File: src/rtl/if_fetch_queue_pkg.sv
// Shared fetch-path constants for the instruction fetch queue.
// Holds bus widths, reset/enable levels and the all-zero instruction word (a NOP).
package if_fetch_queue_pkg;

    localparam int unsigned InstAddrBus = 32;
    localparam int unsigned InstBus     = 32;

    localparam logic        RstEnable   = 1'b1;
    localparam logic        ChipEnable  = 1'b1;
    localparam logic        ChipDisable = 1'b0;

    localparam logic [InstBus-1:0] ZeroWord = '0;

endpackage

File: src/rtl/ifq_ram.sv
// Register-array storage for the fetch queue.
// One synchronous write port, one combinational read port, no reset on contents.
//   clk_i    clock
//   we_i     write enable
//   waddr_i  write index
//   wdata_i  write data
//   raddr_i  read index
//   rdata_o  read data (combinational from registered storage)
module ifq_ram #(
    parameter int unsigned DEPTH = 4,
    parameter int unsigned WIDTH = 64
) (
    input  logic                     clk_i,
    input  logic                     we_i,
    input  logic [$clog2(DEPTH)-1:0] waddr_i,
    input  logic [WIDTH-1:0]         wdata_i,
    input  logic [$clog2(DEPTH)-1:0] raddr_i,
    output logic [WIDTH-1:0]         rdata_o
);

    logic [WIDTH-1:0] mem_q [DEPTH];
    logic [WIDTH-1:0] mem_d [DEPTH];

    always_comb begin
        mem_d = mem_q;
        if (we_i) begin
            mem_d[waddr_i] = wdata_i;
        end
    end

    always_ff @(posedge clk_i) begin
        mem_q <= mem_d;
    end

    assign rdata_o = mem_q[raddr_i];

endmodule

File: src/rtl/if_fetch_queue.sv
// Instruction fetch queue between PC generator / instruction memory and ID.
// Each accepted fetch address is held for one cycle, paired with the instruction
// memory data returned that cycle, and pushed into a DEPTH-entry in-order queue.
//   clk            clock
//   rst            synchronous active-high reset
//   req_ce_i       fetch request this cycle
//   req_pc_i       fetch address
//   rom_inst_i     instruction memory data (one cycle after its request)
//   flush_i        drop all queued and in-flight fetches
//   fetch_stall_o  back-pressure to the PC generator
//   id_valid_o     head entry valid
//   id_pc_o        head entry address (0 when empty)
//   id_inst_o      head entry instruction (0 when empty)
//   id_ready_i     ID accepts the head entry
//   count_o        occupied entries
module if_fetch_queue
    import if_fetch_queue_pkg::*;
#(
    parameter int unsigned DEPTH = 4,
    parameter int unsigned AW    = InstAddrBus,
    parameter int unsigned DW    = InstBus
) (
    input  logic                   clk,
    input  logic                   rst,
    input  logic                   req_ce_i,
    input  logic [AW-1:0]          req_pc_i,
    input  logic [DW-1:0]          rom_inst_i,
    input  logic                   flush_i,
    output logic                   fetch_stall_o,
    output logic                   id_valid_o,
    output logic [AW-1:0]          id_pc_o,
    output logic [DW-1:0]          id_inst_o,
    input  logic                   id_ready_i,
    output logic [$clog2(DEPTH):0] count_o
);

    localparam int unsigned  PW       = $clog2(DEPTH);
    localparam logic [PW+1:0] DepthOcc = (PW+2)'(DEPTH);

    logic [PW-1:0]    wr_ptr_q, wr_ptr_d;
    logic [PW-1:0]    rd_ptr_q, rd_ptr_d;
    logic [PW:0]      count_q, count_d;
    logic             pend_v_q, pend_v_d;
    logic [AW-1:0]    pend_pc_q, pend_pc_d;

    logic [PW+1:0]    occ;
    logic             stall;
    logic             head_v;
    logic             accept;
    logic             push;
    logic             pop;
    logic [AW+DW-1:0] head_entry;

    // Stall counts the in-flight fetch as occupied so a push can never land on a full
    // queue; it ignores a same-cycle pop to stay free of input-to-output paths.
    always_comb begin
        occ    = {1'b0, count_q} + {{(PW+1){1'b0}}, pend_v_q};
        stall  = (occ >= DepthOcc);
        head_v = (count_q != '0);
        accept = (req_ce_i == ChipEnable) & ~stall & ~flush_i;
        push   = pend_v_q & ~flush_i;
        pop    = head_v & id_ready_i & ~flush_i;
    end

    always_comb begin
        wr_ptr_d  = wr_ptr_q;
        rd_ptr_d  = rd_ptr_q;
        count_d   = count_q;
        pend_v_d  = accept;
        pend_pc_d = accept ? req_pc_i : pend_pc_q;
        if (flush_i) begin
            wr_ptr_d = '0;
            rd_ptr_d = '0;
            count_d  = '0;
        end else begin
            if (push) begin
                wr_ptr_d = wr_ptr_q + PW'(1);
            end
            if (pop) begin
                rd_ptr_d = rd_ptr_q + PW'(1);
            end
            case ({push, pop})
                2'b10:   count_d = count_q + (PW+1)'(1);
                2'b01:   count_d = count_q - (PW+1)'(1);
                default: count_d = count_q;
            endcase
        end
    end

    always_ff @(posedge clk) begin
        if (rst == RstEnable) begin
            wr_ptr_q  <= '0;
            rd_ptr_q  <= '0;
            count_q   <= '0;
            pend_v_q  <= 1'b0;
            pend_pc_q <= '0;
        end else begin
            wr_ptr_q  <= wr_ptr_d;
            rd_ptr_q  <= rd_ptr_d;
            count_q   <= count_d;
            pend_v_q  <= pend_v_d;
            pend_pc_q <= pend_pc_d;
        end
    end

    ifq_ram #(
        .DEPTH (DEPTH),
        .WIDTH (AW + DW)
    ) u_ram (
        .clk_i   (clk),
        .we_i    (push),
        .waddr_i (wr_ptr_q),
        .wdata_i ({pend_pc_q, rom_inst_i}),
        .raddr_i (rd_ptr_q),
        .rdata_o (head_entry)
    );

    // Storage is unreset, so the empty case must mask whatever it holds.
    always_comb begin
        fetch_stall_o = stall;
        id_valid_o    = head_v;
        id_pc_o       = head_v ? head_entry[AW+DW-1:DW] : '0;
        id_inst_o     = head_v ? head_entry[DW-1:0] : '0;
        count_o       = count_q;
    end

endmodule

File: config.mk
export PLATFORM = sky130hd
export DESIGN_NAME = if_fetch_queue
export DESIGN_NICKNAME = d
export VERILOG_FILES = /design/src/rtl/if_fetch_queue_pkg.sv /design/src/rtl/ifq_ram.sv /design/src/rtl/if_fetch_queue.sv
export SDC_FILE = /design/constraint.sdc
export NUM_CORES = 1
export LEC_CHECK = 0
export BUFFER_PORTS_ARGS = -buffer_cell sky130_fd_sc_hd__clkbuf_2
export CORE_UTILIZATION = 62
export CTS_CLUSTER_SIZE = 16
export DETAILED_ROUTE_END_ITERATION = 10
export PLACE_DENSITY = 0.88
export SKIP_LAST_GASP = 1
export SYNTH_ARGS = -nofsm -noshare
export SYNTH_HDL_FRONTEND = slang
export SYNTH_SLANG_ARGS = --single-unit
File: constraint.sdc
create_clock -name clk -period 7.9 [get_ports clk]
set_input_delay 1.185 -clock clk [delete_from_list [all_inputs] [get_ports clk]]
set_output_delay 1.185 -clock clk [all_outputs]
set_load 0.05 [all_outputs]
==> key figures <==
Worst setup path
  • Crit-path max cell delay: 0.76 ns
  • Arrival time worst endpoint: between 3 and 4 ns
  • Levels on crit path: 4
  • Crit path kind: reg -> out
  • WP buf/inv: 2
  • CP startpoint kind: register
  • Reg-to-reg setup timing slack: 5.77 ns
  • WP data required: ~6.7 ns
  • R2r worst-path depth: 4
  • Cell chain of the critical path: buf_4, mux4_2, and2_1, clkbuf_2
  • Crit Path Max Fanout: 36
  • Cell family with most CP delay: buffers and inverters
  • Worst R2R Start: rd_ptr_q[0]$_SDFFE_PP0P_
  • CP Capture Type: output pin
  • Reg2reg end: rd_ptr_q[1]$_SDFFE_PP0P_
  • Slowest cell on the critical path: dfxtp_4

Final layout
  • Final nets: 806
  • Fillers: 1043
  • Ant. Diodes: 0
  • Area of the multi-input gates: 2855 um2
  • Register area: ~8500 um2
  • Share of layout cells above drive strength 1: 0.3453
  • Non-filler cells, final: roughly 980
  • Area delta synth->final: 15.04%
  • Utilization after layout: 0.7344

CTS
  • Sinks on Clock Net: 296
  • Setup bufs post-CTS: 0
  • CTS tree: done
  • CTS max path bufs: 3
  • CTS root buf: clkbuf_16
  • PostCTS Resize Cnt: 0
  • CTS Buf Count: 28
  • Clock latency at the later pin of the worst-skew pair: 0.53 ns
  • CTS clk-pin slew, worst paths: 0.06 ns
  • H-tree Lvls: 1
  • Hold_buf cts: 0

Floorplanning
  • Die area: approximately 19000 um2
  • Die Width: between 100 and 150 um
  • Core Area: 18090 um2
  • Starting Density: 0.6384
  • Row cnt: 49
  • IO Pins: 138
  • Die height: 138.5 um

Outcome
  • Violated checks: DRC
  • Status: finished, violations left

GRT
  • First-pass GRT wire length: ~32 mm
  • Largest net degree at the start of global routing: 67
  • GRT met1 Usage: 0.2838
  • Met2 Use GR: 0.3869
  • GR Util All Layers: 0.2194
  • Vias in the first global route: just over 6k
  • Initial antenna violation count: 0
  • Grt total ovfl: 0
  • Met3 GRT Util: 0.03325
  • GR peak layer: met2

Placement
  • Placed Cells: 930
  • # port buffers: around 140
  • DP HPWL: 11.42 mm
  • Final Wtd Congestion: 0.7128

Logic synthesis
  • Syn Std Cell Area: roughly 12000 um2
  • Syn Nets: 670
  • Synth Instances: 595
  • Synth Flop Type: edfxtp_1
  • Fraction of registers with async set/reset: 0
  • Syn. warnings: 0
  • Area contributors post-synth: edfxtp_1 (67%), mux4_2 (12%), dfxtp_1 (6.9%), and2_1 (3.7%), nand2b_1 (3.5%)
  • Top-count cell post-synth: edfxtp_1
  • Syn_area_per_cell: 19.41 um2
  • Sequential area share after synthesis: 0.7352
  • Post-synth cell types: 25
  • Number of synthesized flops with an enable pin: 256
  • Yosys top cell area share: 0.6658
  • Seq cells post-synth: just under 300
  • Synth top cells by count: edfxtp_1 (256), and2_1 (68), mux4_2 (64), nand2b_1 (64), dfxtp_1 (40)
  • Yosys top cell by area: edfxtp_1

STA
  • Unrepaired setup endpoints after global routing: false
  • Final Slew Violations: 0
  • Worst Tran Pin Value: about 1.1 ns
  • Fmax: 236.5 MHz
  • Clock skew: 0.007627 ns
  • Fin crit period: roughly 4.2 ns
  • Final hold viol count: 0
  • Ratio of final minimum period to clock period: 0.5352
  • Sum Neg Setup Slack: 0 ns
  • Worst Hold Slack: 0.5060 ns
  • Max-slew headroom: 0.2827
  • Final setup fails: 0

Pwr
  • Worst vdd ir: ~0.00020 V
  • Tot Pwr: 3120 uW
  • Leak: 0.004562 uW
  • PD cells: ~230 nW/um2

Min path
  • Min-Delay Path Class: reg -> reg
  • Worst hold start: pend_pc_q[18]$_SDFFE_PP0P_
  • Min-Delay Endpoint: u_ram.mem_q[178]$_DFFE_PP_
  • Hold path cells: 0

Run
  • Total of max-cap violations: 0

Routing
  • WL/cell: 20.86 um
  • Vias per cell: approximately 5.8
  • Final WL: 20.48 mm
  • Initial DRT Pass Iterations: 8
  • Detailed-route DRC error count: 22
  • Detailed Route Iter0 Violations: 285
  • Via count: 5653
  • Routed Antenna Nets: 0
-- cell type report --
type	count	area share
timing repair buffer	139	0.05275
sequential	296	0.6396
inverter	6	0.001696
multi-input combinational	260	0.2150
clock buffer	32	0.05699
tap	229	0.02157
clock inverter	20	0.01243
-- cells by family (layout without fill, tap and decap cells) --
kind of cell             count (synthesis)  after routing  share of synthesized area
flip-flops                             296            296                     0.7352
AND/OR/NAND/NOR                        146            146                    0.07791
multiplexers                            97             97                     0.1534
buffers and inverters                   39            197                    0.01907
adder cells (fa/ha/maj)                  6              6                   0.007152
AO/OA/AOI/OAI                            6              6                   0.003468
XOR/XNOR                                 5              5                   0.003793
-- metal layers --
metal	wire length [um]	vias up
met5	0	-
met3	1263	33
met4	443	0
met1	8134	2866
li1	-	2557
met2	10640	197
-- flip-flops by register name (all words and copies together), names as in the netlist --
signal / count
wr_ptr_q: 2
pend_v_q: 1
rd_ptr_q: 2
pend_pc_q: 32
count_o: 3
u_ram.mem_q: 256
-- stage by stage --
stage                     instance area, um2  setup slack (ns)
after global placement                 12360             4.133
after detailed placement               12360             4.133
after global routing                   13280             3.416
final                                  13280             3.672
after CTS                              13280             3.568
after floorplan                        11550             4.554
-- layout by cell type, fill, tap and decap left out, drive strengths merged, types with 2 or more instances in the layout --
| cell | count |
|---|---|
| nand2b | 64 |
| buf | 2 |
| nor2 | 8 |
| clkinv | 13 |
| nor2b | 2 |
| bufinv | 2 |
| mux4 | 64 |
| xor2 | 4 |
| mux2i | 33 |
| clkbuf | 169 |
| clkinvlp | 5 |
| and2 | 68 |
| a21oi | 2 |
| edfxtp | 256 |
| or3 | 2 |
| ha | 5 |
| inv | 6 |
| dfxtp | 40 |
-- report_power, final --
part | switching, uW | internal [uW]
clock network | 551 | 754
registers | 12.6 | 1710
logic | 51.1 | 38.6
-- worst max path at each step --
stage / start / to
4_1_cts: rd_ptr_q[0]$_SDFFE_PP0P_ / id_pc_o[1]
2_1_floorplan: flush_i / u_ram.mem_q[0]$_DFFE_PP_
3_5_place_dp: rd_ptr_q[0]$_SDFFE_PP0P_ / id_pc_o[29]
3_3_place_gp: rd_ptr_q[0]$_SDFFE_PP0P_ / id_pc_o[29]
6_report: rd_ptr_q[0]$_SDFFE_PP0P_ / id_pc_o[19]
5_1_grt: rd_ptr_q[0]$_SDFFE_PP0P_ / id_pc_o[12]
Power figures use the tool's default switching activity.
